## config.mk

```make
export PLATFORM = sky130hd
export DESIGN_NAME = adc_frame_align
export DESIGN_NICKNAME = d
export VERILOG_FILES = /design/src/rtl/adc_frame_align.sv
export SDC_FILE = /design/constraint.sdc
export NUM_CORES = 1
export LEC_CHECK = 0
export CORE_MARGIN = 2
export CORE_UTILIZATION = 46
export DETAILED_ROUTE_END_ITERATION = 8
export PLACE_DENSITY = 0.89
export SETUP_SLACK_MARGIN = 0.3
export SLEW_MARGIN = 20
export SYNTH_ARGS = -nofsm -noshare
export SYNTH_HDL_FRONTEND = slang
export SYNTH_SLANG_ARGS = --single-unit
```

## constraint.sdc

```tcl
create_clock -name divclk -period 4.5 [get_ports divclk]
set_clock_uncertainty 0.15 [all_clocks]
set_input_delay 1.125 -clock divclk [delete_from_list [all_inputs] [get_ports divclk]]
set_output_delay 1.125 -clock divclk [all_outputs]
set_load 0.02 [all_outputs]
```

## src/rtl/adc_frame_align.sv

```systemverilog
// -----------------------------------------------------------------------------
// adc_frame_align
//
// Word-alignment controller for the ADC capture path. Sits directly after the
// LVDS SERDES clocking block and runs on the divided SERDES clock.
//
// It watches the deserialized frame-clock lane and pulses the ISERDES bitslip
// input until the frame word equals FRAME_PATTERN for MATCH_COUNT consecutive
// cycles. After lock it keeps monitoring the frame lane and retrains after
// LOSS_COUNT consecutive mismatches. The 8-lane sample bus is registered and
// qualified with data_valid for the downstream FIFO.
//
// Parameters:
//   FRAME_PATTERN  expected frame-lane word when aligned
//   SLIP_WAIT      cycles ignored after start/bitslip (ISERDES settle), 1..15
//   MATCH_COUNT    consecutive matches required for lock, 1..255
//   MAX_SLIPS      bitslips attempted before declaring failure, 1..15
//   LOSS_COUNT     consecutive mismatches while locked that drop lock, 1..15
//
// Ports:
//   divclk      in   1   divided SERDES clock (only clock)
//   rst_n       in   1   asynchronous active-low reset
//   start       in   1   (re)start training; accepted in any state
//   frame_word  in   8   deserialized frame-clock lane word
//   data_in     in  64   deserialized sample lanes, 8 lanes x 8 bits
//   bitslip     out  1   one-cycle bitslip pulse to all ISERDES instances
//   aligned     out  1   high while locked
//   align_fail  out  1   sticky: MAX_SLIPS slips issued without lock
//   slip_count  out  4   bitslips issued in the current training attempt
//   err_count   out 16   saturating count of frame mismatches while locked
//   data_out    out 64   data_in delayed by one cycle (not gated)
//   data_valid  out  1   qualifies data_out; always equal to aligned
// -----------------------------------------------------------------------------
module adc_frame_align #(
    parameter logic [7:0] FRAME_PATTERN = 8'hF0,
    parameter int         SLIP_WAIT     = 4,
    parameter int         MATCH_COUNT   = 16,
    parameter int         MAX_SLIPS     = 8,
    parameter int         LOSS_COUNT    = 4
) (
    input  logic        divclk,
    input  logic        rst_n,
    input  logic        start,
    input  logic [7:0]  frame_word,
    input  logic [63:0] data_in,
    output logic        bitslip,
    output logic        aligned,
    output logic        align_fail,
    output logic [3:0]  slip_count,
    output logic [15:0] err_count,
    output logic [63:0] data_out,
    output logic        data_valid
);

    typedef enum logic [2:0] {
        IDLE,
        SETTLE,
        CHECK,
        SLIP,
        LOCKED,
        FAIL
    } state_t;

    // Terminal values of the counters, sized to the counters they compare with.
    localparam logic [3:0]  SETTLE_LAST = 4'(SLIP_WAIT - 1);
    localparam logic [7:0]  MATCH_LAST  = 8'(MATCH_COUNT - 1);
    localparam logic [3:0]  SLIP_MAX    = 4'(MAX_SLIPS);
    localparam logic [3:0]  LOSS_LAST   = 4'(LOSS_COUNT - 1);

    state_t      state,      state_nxt;
    logic [3:0]  settle_cnt, settle_nxt;
    logic [7:0]  match_cnt,  match_nxt;
    logic [3:0]  miss_cnt,   miss_nxt;
    logic [3:0]  slip_nxt;
    logic [15:0] err_nxt;
    logic        bitslip_nxt;
    logic        fail_nxt;
    logic        frame_match;

    assign frame_match = (frame_word == FRAME_PATTERN);

    // -------------------------------------------------------------------------
    // State and counter register. All outputs are registered so that the
    // bitslip pulse reaches the ISERDES cleanly and aligned/data_valid stay
    // glitch-free.
    // -------------------------------------------------------------------------
    // NOTE: sequential state uses non-blocking (<=) so every register samples
    // the pre-edge values of the others, independent of statement order.
    always_ff @(posedge divclk or negedge rst_n) begin
        if (!rst_n) begin
            state      <= IDLE;
            settle_cnt <= '0;
            match_cnt  <= '0;
            miss_cnt   <= '0;
            slip_count <= '0;
            err_count  <= '0;
            bitslip    <= 1'b0;
            aligned    <= 1'b0;
            align_fail <= 1'b0;
            data_out   <= '0;
            data_valid <= 1'b0;
        end else begin
            state      <= state_nxt;
            settle_cnt <= settle_nxt;
            match_cnt  <= match_nxt;
            miss_cnt   <= miss_nxt;
            slip_count <= slip_nxt;
            err_count  <= err_nxt;
            bitslip    <= bitslip_nxt;
            align_fail <= fail_nxt;
            // aligned and data_valid share one source so they can never differ.
            aligned    <= (state_nxt == LOCKED);
            data_valid <= (state_nxt == LOCKED);
            data_out   <= data_in;
        end
    end

    // -------------------------------------------------------------------------
    // Next-state and next-counter logic.
    // -------------------------------------------------------------------------
    // NOTE: every variable gets its hold value first; a path that forgets one
    // would otherwise infer a latch.
    always_comb begin
        state_nxt   = state;
        settle_nxt  = settle_cnt;
        match_nxt   = match_cnt;
        miss_nxt    = miss_cnt;
        slip_nxt    = slip_count;
        err_nxt     = err_count;
        bitslip_nxt = 1'b0;
        fail_nxt    = align_fail;

        if (start) begin
            // Restart from any state; SETTLE counts from the last start cycle.
            state_nxt  = SETTLE;
            settle_nxt = '0;
            match_nxt  = '0;
            miss_nxt   = '0;
            slip_nxt   = '0;
            err_nxt    = '0;
            fail_nxt   = 1'b0;
        end else begin
            unique case (state)
                IDLE: begin
                    // Wait for start.
                end

                SETTLE: begin
                    // frame_word is ignored while the ISERDES pipeline settles.
                    if (settle_cnt == SETTLE_LAST) begin
                        state_nxt  = CHECK;
                        settle_nxt = '0;
                    end else begin
                        settle_nxt = settle_cnt + 4'd1;
                    end
                end

                CHECK: begin
                    if (frame_match) begin
                        if (match_cnt == MATCH_LAST) begin
                            state_nxt = LOCKED;
                            match_nxt = '0;
                        end else begin
                            match_nxt = match_cnt + 8'd1;
                        end
                    end else begin
                        match_nxt = '0;
                        if (slip_count == SLIP_MAX) begin
                            state_nxt = FAIL;
                            fail_nxt  = 1'b1;
                        end else begin
                            // slip_count counts on entry to SLIP and can never
                            // pass SLIP_MAX because of the test above.
                            state_nxt   = SLIP;
                            bitslip_nxt = 1'b1;
                            slip_nxt    = slip_count + 4'd1;
                        end
                    end
                end

                SLIP: begin
                    // Single-cycle state: bitslip is high only while here, and
                    // the following SETTLE + CHECK guarantees the pulse spacing.
                    state_nxt  = SETTLE;
                    settle_nxt = '0;
                end

                LOCKED: begin
                    if (frame_match) begin
                        miss_nxt = '0;
                    end else begin
                        if (err_count != 16'hFFFF) begin
                            err_nxt = err_count + 16'd1;
                        end
                        if (miss_cnt == LOSS_LAST) begin
                            // Lock lost: retrain, keeping the error history.
                            state_nxt  = SETTLE;
                            settle_nxt = '0;
                            slip_nxt   = '0;
                            match_nxt  = '0;
                            miss_nxt   = '0;
                        end else begin
                            miss_nxt = miss_cnt + 4'd1;
                        end
                    end
                end

                FAIL: begin
                    // Sticky until start or reset.
                    fail_nxt = 1'b1;
                end

                default: begin
                    state_nxt = IDLE;
                end
            endcase
        end
    end

endmodule

```

==> summary.md, run 1 <==
| Metric | Value |
|---|---|
| Reg2Reg Launch Point | state[2]$_DFF_PN0_ |
| Routed wire length | around 9800 µm |
| Reg2reg path depth | 5 |
| Fin cells | between 600 and 700 |
| Area delta synth->final | 48.2% |
| Power Internal | 1.34 mW |
| Final period utilization | a little under three quarters |
| Post-synthesis sequential area ratio | between 60 and 70% |
| Hold worst-path end | match_cnt[7]$_DFFE_PN0P_ |
| Synthesized netlist cell count | 328 |
| HP Start | match_cnt[7]$_DFFE_PN0P_ |
| Mapped Area | approximately 0.004 mm² |
| Flop-to-flop setup slack | 1.97 ns |
| Num rows | 34 |
| Switch share | around a quarter |
| Critical setup path kind | input port to flip-flop |
| Post-CTS Hold Buffers | 0 |
| Placer Congestion | between 0.8 and 0.9 |
| Mean post-synth cell area | between 10 and 15 µm² |
| Most frequent cells in the layout | 161 x clkdlybuf4s50_1, 106 x dfrtp_1, 25 x nor2_1 |
| Seq pwr share | 56.5% |
| Final Hold Vio Count | 0 |
| Core ar. | about 0.0086 mm² |
| Ant diodes | 0 |
| HP Class | flip-flop to flip-flop |
| Achievable Freq | 0.309 GHz |
| H-tree levels | 3 |
| Setup TNS | 0 ns |
| DRT iter0 DRCs | approximately 170 |
| Die H | roughly 97 µm |
| Critical Path AT | approximately 3.4 ns |
| First-pass GRT wire length | around 16000 µm |
| Fillers | roughly 600 |
| Nets@finish | approximately 580 |
| Clock sinks | approximately 110 |
| # setup viols final | 0 |
| Largest net degree at the start of global routing | 40 |
| Layout cell share with drive strength beyond 1 | 5.81% |
| Hold depth | 1 |
| Yosys warnings | 0 |
| # DRC | 0 |
| Port bufs | between 150 and 200 |
| Post-DP HPWL | around 7300 µm |
| Startpoint Class | input port |
| Leakage | ~2.4 nW |
| Global Route Usage Sum | 21.3% |
| Combinational Power Share | 13.2% |
| Tmin final | 3.23 ns |
| RSZ-0062 raised after global routing | false |
| Postcts setup bufs | 0 |
| Vias/cell | 5.24 |
| Maximum net fanout on the critical path | 7 |
| DR pass1 iterations | 4 |
| Post-route ant nets | 0 |
| Clock Power Share | a little under a third |
| Slew HR | 51.7% |
| Final slew viol count | 0 |
| I/O pin count | 163 |
| Via Count | ~3200 |
| Ys flop type | dfrtp_1 |
| Final Cell Area | slightly below 0.006 mm² |
| Outcome | completed |
| PwrDens | 305 mW/mm² |
| Worst Path Required | roughly 4.7 ns |
| P_sw | 472 µW |
| Worst vdd ir | 0.000243 V |
| Placed Instance Area | between 0.005 and 0.006 mm² |
| Remaining global-route overflow | 0 |
| Clock Latency Late Sink | about 0.37 ns |
| Placed insts | ~590 |
| Syn Nets | slightly above 400 |
| Worst slew pin tran | just over 0.7 ns |
| RR Endpoint | err_count[11]$_DFFE_PN0P_ |
| Root buffer cell | clkbuf_8 |
| Most common cell after layout, fill and taps aside | clkdlybuf4s50_1 |
| Full die area | 0.00945 mm² |
| CTS tree | done |
| Ys async rst share | 100% |
| Number of global-route vias before repair | 3337 |
| Chip Width | just under 100 µm |
| Max-cap violations | 0 |
| Initial antenna violation count | 0 |
| Post-synth EDFFs | 0 |
| Inserted Clock Buffers | 9 |
| Initial Util | 46.5% |
| DR WL/cell | 16.1 µm |
| CTS clk-pin slew, worst paths | around 0.10 ns |
| # resized after CTS | 0 |
| Clk buf depth | 2 |
| #FFs+latches synth | ~110 |
| Post-synth cell types | 50 |
| CP endpoint kind | flip-flop |
-- flip-flops by register name, summed over array words and instances, names as in the netlist --
register,flops
settle_cnt,4
data_valid,1
slip_count,4
miss_cnt,4
bitslip,1
data_out,64
state,3
match_cnt,8
err_count,16
align_fail,1
-- final cells by class --
cell class	count	area, µm²	area share, %
Multi-Input combinational cell	205	1280	21.5
Timing Repair Buffer	167	1660	28.0
Inverter	5	18.8	0.317
Sequential cell	106	2650	44.8
Clock buffer	10	128	2.15
Tap cell	108	135	2.28
Clock inverter	6	57.6	0.971
-- power groups by stage --
stage,clock network (mW),registers (mW),logic (mW)
floorplan,0,1.07,0.0429
global placement,0,1.04,0.235
detailed placement,0,1.04,0.243
CTS,0.567,1.02,0.243
global route,0.612,1.03,0.259
finish,0.549,1.02,0.239
-- worst max-delay path, cell delays in order --
cell and delay [ns]:
clkdlybuf4s50_1 0.39, or4_4 0.56, or2_0 0.34, or4_4 0.60, nor4b_2 0.23, a211o_1 0.13
-- synth_stat cells (3+ instances only) --
master	instances	area share, %
a21oi_1	15	1.9
xor2_1	3	0.66
clkbuf_1	10	0.94
nor3_1	6	0.75
nand4_1	5	0.78
and2_1	4	0.63
nor2_1	25	2.3
inv_1	5	0.47
and3_1	3	0.47
nor3b_1	6	1.1
or3_1	6	0.94
and4_1	3	0.66
nor2b_1	8	1.3
dfrtp_1	106	66
o21ai_0	19	2.4
nand3b_1	3	0.56
a21o_1	3	0.56
or3b_2	4	0.88
a211oi_1	4	0.75
nand2b_1	3	0.47
ha_1	6	1.9
xnor2_1	7	1.5
nand2_1	23	2.2
nand3_1	15	1.9
a211o_1	3	0.66
-- worst max-delay path by stage --
| stage | startpoint | to | slack (ns) | cells past startpoint |
|---|---|---|---|---|
| 3_5_place_dp | frame_word[1] | match_cnt[4]$_DFFE_PN0P_ | 0.89 | 6 |
| 5_1_grt | start | err_count[15]$_DFFE_PN0P_ | 1.20 | 5 |
| 3_3_place_gp | frame_word[1] | match_cnt[3]$_DFFE_PN0P_ | 0.95 | 6 |
| 2_1_floorplan | frame_word[1] | match_cnt[3]$_DFFE_PN0P_ | 1.43 | 6 |
| 4_1_cts | frame_word[1] | match_cnt[3]$_DFFE_PN0P_ | 1.28 | 6 |
| 6_report | frame_word[1] | match_cnt[3]$_DFFE_PN0P_ | 1.27 | 6 |
-- layer usage --
| metal | vias up | GRT usage [%] | routed length [µm] |
|---|---|---|---|
| li1 | 1492 | - | - |
| met1 | 1550 | 26.9 | 3810 |
| met2 | 124 | 35.4 | 5020 |
| met3 | 16 | 6.19 | 729 |
| met4 | 0 | 7.69 | 201 |
| met5 | - | 0 | 0 |
-- stage by stage --
stage / power (mW) / setup WS (ns) / hold WS, ns / utilization (%)
after global routing: 1.90 / 1.20 / 0.403 / 68.9
after global placement: 1.27 / 0.954 / 0.325 / 66.8
after floorplan: 1.12 / 1.43 / 0.314 / -
after CTS: 1.83 / 1.28 / 0.379 / 68.9
final: 1.81 / 1.27 / 0.375 / 68.9
after detailed placement: 1.28 / 0.889 / 0.356 / 66.8
-- cells by family after synthesis --
kind of cell / Yosys count / share of synthesized area, %
mux: 1 / 0.250
xor+xnor: 10 / 2.19
compound gates: 65 / 10.6
flops: 106 / 66.4
buf+inv: 17 / 1.72
fa+ha+maj: 6 / 1.88
simple gates: 123 / 17.0
No activity file was read; power rests on OpenSTA's default activity.
==> run 2: changes to the inputs <==
--- a/config.mk
+++ b/config.mk
@@ -6,9 +6,9 @@
 export NUM_CORES = 1
 export LEC_CHECK = 0
 export CORE_MARGIN = 2
-export CORE_UTILIZATION = 46
+export CORE_UTILIZATION = 39
 export DETAILED_ROUTE_END_ITERATION = 8
-export PLACE_DENSITY = 0.89
+export PLACE_DENSITY = 0.81
 export SETUP_SLACK_MARGIN = 0.3
 export SLEW_MARGIN = 20
 export SYNTH_ARGS = -nofsm -noshare
==> constraint.sdc (replaced) <==
create_clock -name divclk -period 2.75 [get_ports divclk]
set_clock_uncertainty 0.15 [all_clocks]
set_input_delay 0.6875 -clock divclk [delete_from_list [all_inputs] [get_ports divclk]]
set_output_delay 0.6875 -clock divclk [all_outputs]
set_load 0.02 [all_outputs]
==> summary.md, run 2 (synthesis results as in run 1) <==
| Metric | Value |
|---|---|
| Achievable Freq | between 0.4 and 0.5 GHz |
| Clock sinks | 106 |
| DR pass1 iterations | 4 |
| Largest registers | data_out (64), err_count (16), match_cnt (8) |
| Die H | approximately 110 µm |
| Most flops, register | data_out |
| Most frequent cells in the layout | 157 x clkdlybuf4s50_1, 106 x dfrtp_1, 24 x nor2_1 |
| CTS tree | done |
| DRT iter0 DRCs | 91 |
| Combinational Power Share | 13.2% |
| Placed insts | 631 |
| Final period utilization | just under 90% |
| Routed wire length | between 9000 and 10000 µm |
| Post-DP HPWL | 7560 µm |
| # DRC | 0 |
| Tmin final | roughly 2.4 ns |
| Max-cap violations | 0 |
| H-tree levels | 3 |
| I/O pin count | 163 |
| RSZ-0062 raised after global routing | false |
| Outcome | completed |
| Power Internal | 2.22 mW |
| PwrDens | 494 mW/mm² |
| DR WL/cell | approximately 15 µm |
| Worst hold slack | about 0.16 ns |
| Initial Util | 40.5% |
| Vias/cell | about 5 |
| Max reg flops | between 60 and 70 |
| Chip Width | 105 µm |
| Final slew viol count | 0 |
| Dpl ws | -0.229 ns |
| Number of global-route vias before repair | 3444 |
| Fillers | 757 |
| Reg2Reg Launch Point | err_count[0]$_DFFE_PN0P_ |
| Ant diodes | 0 |
| Nets@finish | approximately 600 |
| CP endpoint kind | flip-flop |
| Maximum net fanout on the critical path | 4 |
| Core ar. | approximately 0.01 mm² |
| Root buffer cell | clkbuf_8 |
| Largest net degree at the start of global routing | 44 |
| Critical Path AT | between 2 and 3 ns |
| Worst vdd ir | 0.000506 V |
| Layout cell share with drive strength beyond 1 | a little under a tenth |
| HP Class | input port to asynchronous set/reset pin |
| Inserted Clock Buffers | 9 |
| Area delta synth->final | 53.3% |
| Flop-to-flop setup slack | about 0.49 ns |
| Global Route Usage Sum | a little under a fifth |
| Full die area | around 0.011 mm² |
| Startpoint Class | input port |
| Seq pwr share | around 55% |
| Placer Congestion | 0.847 |
| CP Launch Point | frame_word[3] |
| Via Count | between 3000 and 4000 |
| Clock Power Share | a little under a third |
| Reg2reg path depth | 6 |
| Critical setup path kind | input port to flip-flop |
| Port bufs | about 160 |
| P_sw | about 800 µW |
| Worst slew pin tran | between 0.5 and 0.6 ns |
| # setup viols final | 0 |
| Num rows | 36 |
| Leakage | ~2.5 nW |
| CTS clk-pin slew, worst paths | around 0.10 ns |
| Most common cell after layout, fill and taps aside | clkdlybuf4s50_1 |
| Worst Path Required | 2.91 ns |
| First-pass GRT wire length | around 16000 µm |
| Post-route ant nets | 0 |
| Slew HR | between 60% and 70% |
| Initial antenna violation count | 0 |
| Remaining global-route overflow | 0 |
| Setup TNS | 0 ns |
| Final WS setup | 0.337 ns |
| Switch share | 26.5% |
| Fin cells | 648 |
| Clk buf depth | 2 |
| RR Endpoint | err_count[6]$_DFFE_PN0P_ |
| Final Hold Vio Count | 0 |
| Clock Latency Late Sink | between 0.3 and 0.4 ns |
-- run 2: worst max-delay path, stage by stage --
cell	delay, ns
dlygate4sd2_1	0.23
or4_4	0.48
or2_1	0.25
or4_4	0.56
buf_4	0.16
a21oi_1	0.11
a21o_1	0.09
-- run 2: metal layers --
| layer | up-vias | GRT usage [%] | share of wire (%) |
|---|---|---|---|
| li1 | 1527 | - | - |
| met1 | 1596 | 20.5 | 37 |
| met2 | 121 | 32.6 | 52 |
| met3 | 12 | 7.36 | 8.7 |
| met4 | 0 | 6.48 | 1.6 |
| met5 | - | 0 | 0 |
-- run 2: area by class of cell --
class	instances	area, µm²	area share, %
clock buffers	10	138	2.25
clock inverters	6	67.6	1.10
inverters	5	18.8	0.306
multi-input cells	205	1300	21.2
flip-flops and latches	106	2650	43.3
well taps	133	166	2.71
repair buffers	183	1790	29.1
-- run 2: per-stage QoR --
| stage | power, mW | utilization [%] | instance area, µm² |
|---|---|---|---|
| after CTS | 3.07 | 62.0 | 6120 |
| after detailed placement | 2.11 | 59.8 | 5900 |
| final | 3.03 | 62.1 | 6130 |
| after global routing | 3.16 | 62.1 | 6130 |
| after global placement | 2.09 | 59.8 | 5900 |
| after floorplan | 1.83 | - | 4000 |
-- run 2: worst max path at each step --
stage               cells past startpoint  slack, ns                       end
floorplan                               6       0.12  match_cnt[3]$_DFFE_PN0P_
global placement                        6      -0.21  match_cnt[3]$_DFFE_PN0P_
detailed placement                      6      -0.23  match_cnt[3]$_DFFE_PN0P_
CTS                                     6       0.30  match_cnt[3]$_DFFE_PN0P_
global route                            7       0.30  match_cnt[5]$_DFFE_PN0P_
finish                                  7       0.34  match_cnt[5]$_DFFE_PN0P_
-- run 2: power by group through the flow --
stage / Clock, mW / Combinational, mW / Sequential (mW)
after CTS: 0.991 / 0.405 / 1.67
after global routing: 1.05 / 0.431 / 1.68
after detailed placement: 0 / 0.405 / 1.70
after global placement: 0 / 0.395 / 1.70
final: 0.956 / 0.399 / 1.67
after floorplan: 0 / 0.0718 / 1.76
-- run 2: what timing repair did --
action	4_1_cts	5_1_grt
cloned	0	0
pin swaps	5	2
gates resized for setup	8	2
hold buffers	0	0
setup endpoints to repair	8	3
buffers inserted	1	0
